`config.mk`:
```
export PLATFORM = sky130hd
export DESIGN_NAME = dispatch_queue_writer
export DESIGN_NICKNAME = d
export VERILOG_FILES = /design/src/rtl/dispatch_pkg.sv /design/src/rtl/dispatch_ptr_ctr.sv /design/src/rtl/dispatch_queue_writer.sv
export SDC_FILE = /design/constraint.sdc
export NUM_CORES = 1
export LEC_CHECK = 0
export ABC_AREA = 1
export CAP_MARGIN = 20
export CORE_ASPECT_RATIO = 2
export CORE_UTILIZATION = 38
export DETAILED_ROUTE_END_ITERATION = 10
export GPL_TIMING_DRIVEN = 0
export PLACE_DENSITY = 0.76
export SYNTH_ARGS = -nofsm -noshare
export SYNTH_HDL_FRONTEND = slang
export SYNTH_HIERARCHICAL = 1
export SYNTH_SLANG_ARGS = --single-unit
```
`constraint.sdc`:
```
create_clock -name clock -period 1.6 [get_ports clock]
set_input_delay 0.16 -clock clock [delete_from_list [all_inputs] [get_ports clock]]
set_output_delay 0.16 -clock clock [all_outputs]
set_load 0.02 [all_outputs]
```
`src/rtl/dispatch_pkg.sv`:
```
// ---------------------------------------------------------------------------
// dispatch_pkg
// Definitions shared by the dispatch queue writer and its pointer counters.
//   state_t        : writer FSM states (INIT, RUN, FLUSH)
//   ptr_width()    : width of a mod-DEPTH queue pointer
//   DEFAULT_DEPTH  : default number of queue entries
// ---------------------------------------------------------------------------
package dispatch_pkg;

    localparam int DEFAULT_DEPTH = 8;

    typedef enum logic [1:0] {
        INIT  = 2'd0,
        RUN   = 2'd1,
        FLUSH = 2'd2
    } state_t;

    // A single-entry queue still needs a 1-bit pointer to stay legal.
    function automatic int ptr_width(input int depth);
        return (depth > 1) ? $clog2(depth) : 1;
    endfunction

endpackage

```
`src/rtl/dispatch_ptr_ctr.sv`:
```
// ---------------------------------------------------------------------------
// dispatch_ptr_ctr
// Mod-DEPTH queue pointer with synchronous clear and increment. DEPTH is a
// power of two, so wrap from DEPTH-1 to 0 is plain binary overflow.
// Ports:
//   clock      in   clock, all updates on posedge
//   reset      in   asynchronous active-low reset
//   clear      in   force pointer to 0 (wins over increment)
//   increment  in   advance pointer by one
//   value      out  current pointer value
// ---------------------------------------------------------------------------
module dispatch_ptr_ctr
    import dispatch_pkg::*;
#(
    parameter int DEPTH = DEFAULT_DEPTH,
    localparam int PW   = ptr_width(DEPTH)
) (
    input  logic          clock,
    input  logic          reset,
    input  logic          clear,
    input  logic          increment,
    output logic [PW-1:0] value
);

    always_ff @(posedge clock or negedge reset) begin
        if (!reset) begin
            value <= '0;
        end else if (clear) begin
            value <= '0;
        end else if (increment) begin
            value <= value + PW'(1);
        end
    end

endmodule

```
`src/rtl/dispatch_queue_writer.sv`:
```
// ---------------------------------------------------------------------------
// dispatch_queue_writer
// Producer end of the dispatch instruction queue. Accepts instructions from
// fetch over valid/ready, stages each one for a cycle, then writes it to the
// queue memory at the tail. Owns head/tail pointers, occupancy and full/empty,
// consumes dispatch read pulses and supports a pipeline flush.
//
// Ports:
//   clock              in   single clock, posedge
//   reset              in   asynchronous active-low reset
//   fetch_valid        in   fetch presents an instruction
//   fetch_instruction  in   instruction word
//   fetch_ready        out  writer accepts this cycle
//   write_enable       out  queue memory write strobe
//   in_address         out  queue memory write address (staged tail)
//   in_data            out  queue memory write data
//   read_enable        in   dispatch consumed the head entry
//   out_address        out  head address for dispatch reads
//   flush              in   discard all queued and in-flight instructions
//   count              out  committed entries visible to dispatch
//   empty              out  count == 0
//   full               out  count == DEPTH
//   report             in   pulse: print statistics
//
// Optional build macro DISPATCH_QUEUE_STATS_EN adds 32-bit statistics
// counters (accepts, full stalls, flushes, illegal reads) printed on report.
// ---------------------------------------------------------------------------
module dispatch_queue_writer
    import dispatch_pkg::*;
#(
    parameter int CORE        = 0,
    parameter int DATA_WIDTH  = 32,
    parameter int INDEX_WIDTH = 8,
    parameter int DEPTH       = DEFAULT_DEPTH
) (
    input  logic                   clock,
    input  logic                   reset,
    input  logic                   fetch_valid,
    input  logic [DATA_WIDTH-1:0]  fetch_instruction,
    output logic                   fetch_ready,
    output logic                   write_enable,
    output logic [INDEX_WIDTH-1:0] in_address,
    output logic [DATA_WIDTH-1:0]  in_data,
    input  logic                   read_enable,
    output logic [INDEX_WIDTH-1:0] out_address,
    input  logic                   flush,
    output logic [$clog2(DEPTH):0] count,
    output logic                   empty,
    output logic                   full,
    input  logic                   report
);

    localparam int PW = ptr_width(DEPTH);
    localparam int CW = $clog2(DEPTH) + 1;

    state_t                state;
    state_t                state_next;
    logic [PW-1:0]         head;
    logic [PW-1:0]         tail;
    logic                  stage_valid;
    logic [PW-1:0]         stage_addr;
    logic [DATA_WIDTH-1:0] stage_data;
    logic                  accept;
    logic                  read_ok;
    logic                  has_room;

    assign accept       = fetch_valid && fetch_ready;
    assign read_ok      = read_enable && !empty;
    assign write_enable = stage_valid && !flush;
    assign in_address   = INDEX_WIDTH'(stage_addr);
    assign in_data      = stage_data;
    assign out_address  = INDEX_WIDTH'(head);
    assign empty        = (count == '0);
    assign full         = (count == CW'(DEPTH));

    // An in-flight write already owns a slot, so it counts against room.
    assign has_room = ({1'b0, count} + (CW+1)'(write_enable)) < (CW+1)'(DEPTH);

    dispatch_ptr_ctr #(.DEPTH(DEPTH)) u_head (
        .clock     (clock),
        .reset     (reset),
        .clear     (flush),
        .increment (read_ok),
        .value     (head)
    );

    dispatch_ptr_ctr #(.DEPTH(DEPTH)) u_tail (
        .clock     (clock),
        .reset     (reset),
        .clear     (flush),
        .increment (accept),
        .value     (tail)
    );

    always_ff @(posedge clock or negedge reset) begin
        if (!reset) begin
            state <= INIT;
        end else begin
            state <= state_next;
        end
    end

    // INIT and FLUSH each hold fetch off for exactly one cycle; flush wins
    // from any state and also blocks fetch in the cycle it is asserted.
    always_comb begin
        state_next  = state;
        fetch_ready = 1'b0;
        case (state)
            INIT:    state_next = RUN;
            RUN:     fetch_ready = has_room;
            FLUSH:   state_next = RUN;
            default: state_next = INIT;
        endcase
        if (flush) begin
            state_next  = FLUSH;
            fetch_ready = 1'b0;
        end
    end

    // Staging holds the accepted word and its tail slot for the write cycle.
    always_ff @(posedge clock or negedge reset) begin
        if (!reset) begin
            stage_valid <= 1'b0;
            stage_addr  <= '0;
            stage_data  <= '0;
        end else if (flush) begin
            stage_valid <= 1'b0;
            stage_addr  <= '0;
            stage_data  <= '0;
        end else if (accept) begin
            stage_valid <= 1'b1;
            stage_addr  <= tail;
            stage_data  <= fetch_instruction;
        end else begin
            stage_valid <= 1'b0;
        end
    end

    // A commit and a valid read in the same cycle cancel out.
    always_ff @(posedge clock or negedge reset) begin
        if (!reset) begin
            count <= '0;
        end else if (flush) begin
            count <= '0;
        end else begin
            case ({write_enable, read_ok})
                2'b10:   count <= count + CW'(1);
                2'b01:   count <= count - CW'(1);
                default: count <= count;
            endcase
        end
    end

`ifdef DISPATCH_QUEUE_STATS_EN
    logic [31:0] stat_accepted;
    logic [31:0] stat_full_stalls;
    logic [31:0] stat_flushes;
    logic [31:0] stat_illegal_reads;

    always_ff @(posedge clock or negedge reset) begin
        if (!reset) begin
            stat_accepted      <= '0;
            stat_full_stalls   <= '0;
            stat_flushes       <= '0;
            stat_illegal_reads <= '0;
        end else begin
            if (accept)
                stat_accepted <= stat_accepted + 32'd1;
            if (state == RUN && fetch_valid && !fetch_ready)
                stat_full_stalls <= stat_full_stalls + 32'd1;
            if (flush)
                stat_flushes <= stat_flushes + 32'd1;
            if (read_enable && empty)
                stat_illegal_reads <= stat_illegal_reads + 32'd1;
            if (report)
                $display("core %0d: accepted=%0d full_stalls=%0d flushes=%0d illegal_reads=%0d",
                         CORE, stat_accepted, stat_full_stalls, stat_flushes,
                         stat_illegal_reads);
        end
    end
`else
    logic unused_ok;
    assign unused_ok = report ^ (CORE != 0);
`endif

endmodule

```
==> flow_summary.toml <==
[outcome]
status = "complete, but fails checks"
violations = "setup timing"

[power_and_ir_drop]
pwr-share-seq_pct = 52.1
p_sw_share_pct = 27.0
power_uw = 2450
p_clk_share_pct = 27.6
power-per-cell-area_mw_per_mm2 = 703
power.internal_uw = 1790
ir_worst_vdd_uv = 763
comb_power_share_pct = 20.3
p_sw_uw = 661
p_leak_uw = 0.00184

[setup_path]
critPathCaptureType = "register"
start_kind = "register"
critPathRequiredTime_ns = 1.81
critPathMaxFanout = 3
path_class = "register to register"
crit_arrival_ns = 1.83

[timing]
hold_ws_ns = 0.297
rsz0062_at_grt = "yes"
drv_slew = 0
hold_viol = 0
post-route-period-util_pct = 101
fin_skew_ns = 0.0113
fin_crit_ns = 1.62
fmax_ghz = 0.617
fin_ws_ns = -0.0219
setup_viol = 4

[floorplan]
start_util_pct = 40.0
rows = 38
io_pins = 94
die_y_um = 109
fp.dieW_um = 55.7
dieArea_mm2 = 0.00609
core_mm2 = 0.00547

[cts]
cts.sinks = 48
cts_buffers = 5
root_buffer = "clkbuf_8"
cts_tree = "done"
clock_latency_ns = 0.31
clock_path_buffers = 2
ctsHtreeMaxLevel = 2
clk_pin_slew_ns = 0.08

[flow_run]
timing.max_cap.violations = 0

[synthesis]
synth_flop_cell = "dfrtp_1"
post-synth-top-count-cell = "nand2_1"
synth.largest_area_cell = "dfrtp_1"
synth_top_cell_area_share_pct = 54.9
synth_seq_area_share_pct = 54.9
yosys-top-cells-count = "nand2_1 (96), dfrtp_1 (48), nand3_1 (44)"
netlist_area_mm2 = 0.00219
synth_edf_count = 0
synth_seq_cells = 48
syn_avg_cell_area_um2 = 8.55
yosysWarnings = 6
synth_area_leaders = "dfrtp_1 (55%), nand2_1 (16%), nand3_1 (10%)"
ys_async_sr_fraction_pct = 100
synthCells = 256
ys_types = 23

[detailed_routing]
routed_via_density = 4.80
drtPass1Iterations = 4
wl_mm = 5.75
dr_wl_met3_um = 280
routedWlPerCell_um = 13.3
drc = 0
drt_iter0_markers = 42
top_layer_used = "met4"
via_count = 2082
wl_met2_mm = 3.17
postRouteAntennaNets = 0
wl_met1_mm = 2.09

[global_route]
grt_pass1_vias = 1990
grtUsageTotal_pct = 18.9
grt-ovfl-total = 0
antenna_found_initial = 0
grt_max_degree = 38
grt_pass1_wl_mm = 8.85

[final_layout]
antenna_cells = 0
fillers = 484
drive_gt1_share_pct = 17.9
nets = 418
area_delta_synth_final_pct = 59.2
instances_no_fill = 434

[placement]
hpwl_mm = 3.96
port_buffers = 82
place_inst = 408
gp_congestion = 0.736

[hold_path]
hold_path.class = "primary input to async pin"
## critical path, cell delays in order, from the launching register on
cell      delay, ns
dfrtp_2        0.42
nor2_1         0.09
nand2_1        0.08
nand3_2        0.10
inv_2          0.08
ha_4           0.22
a21boi_2       0.15
nor2_2         0.13
nand3_1        0.11
nand3_2        0.10
nand2_2        0.05
## sequential cells by signal, indices dropped and copies added (netlist names)
| signal | cells |
|---|---|
| in_data | 32 |
| u_head/value | 3 |
| state | 2 |
| stage_addr | 3 |
| count | 4 |
| u_tail/value | 3 |
| stage_valid | 1 |
## layout by cell type, fill, tap and decap left out, drive strengths merged, types with 2 or more instances in the layout
master,Yosys,final
nand2,97,98
clkdlybuf4s50,0,72
dfrtp,48,48
nand3,44,44
buf,19,41
inv,18,17
nor2,12,12
conb,1,10
clkbuf,1,8
dlygate4sd2,0,5
a21oi,4,4
ha,4,4
nand4,2,2
o21ai,2,2
## per-stage QoR
stage | TNS [ns] | area (µm²) | util, % | setup WS, ns
final | -0.0687 | 3490 | 63.8 | -0.0219
after global routing | -1.49 | 3490 | 63.8 | -0.116
after CTS | -0.125 | 3310 | 60.5 | -0.0572
after detailed placement | -4.53 | 3160 | 57.7 | -0.618
after global placement | -52.73 | 3140 | 57.5 | -1.17
after floorplan | -0.0702 | 2250 | - | -0.0702
## final cells by class
class	count	area, µm²	share of cell area, %
Tap cell	60	75.1	2.15
Sequential cell	48	1210	34.6
Inverter	18	82.6	2.37
Buffer	20	163	4.67
Timing Repair Buffer	102	997	28.6
Clock buffer	6	72.6	2.08
Multi-Input combinational cell	180	890	25.5
## kinds of logic after synthesis
logic type | count (synthesis) | share of synthesized area, %
buffers and inverters | 38 | 9.54
flip-flops | 48 | 54.9
XOR/XNOR | 1 | 0.400
AO/OA/AOI/OAI | 7 | 1.89
adder cells (fa/ha/maj) | 5 | 3.20
other | 1 | 0.171
AND/OR/NAND/NOR | 156 | 29.9
## repair_timing
| action | CTS | global route |
|---|---|---|
| pin swaps | 4 | 13 |
| endpoints found under the setup margin | 7 | 38 |
| buffers inserted | 10 | 9 |
| cloned | 0 | 1 |
| endpoints found under the hold margin | 11 | 0 |
| resized for setup | 19 | 27 |
| hold buffers | 1 | 0 |
## path summary, 6_finish.rpt
check                          from          end  slack, ns  depth (start not counted)
min reg2reg                state[0]     state[0]       0.45                          1
max reg2reg                count[2]     count[3]      -0.02                         10
max                        count[2]     count[3]      -0.02                         10
min                           reset  in_data[27]       0.30                          2
max in group asynchronous     reset     count[3]       0.81                          3
min in group clock            flush     state[0]       0.33                          2
## layer usage
metal | up-vias | track usage, %
met3 | 16 | 4.59
met5 | - | 0
met1 | 972 | 18.5
met4 | 0 | 11.8
met2 | 68 | 35.1
li1 | 1026 | -
## power groups by stage
stage	sequential (µW)	combinational (µW)	clock (µW)
5_1_grt	1280	537	739
3_5_place_dp	1310	435	0
3_3_place_gp	1310	423	0
4_1_cts	1280	466	705
6_report	1280	496	676
2_1_floorplan	1350	158	0
(Power assumes the default switching activity.)
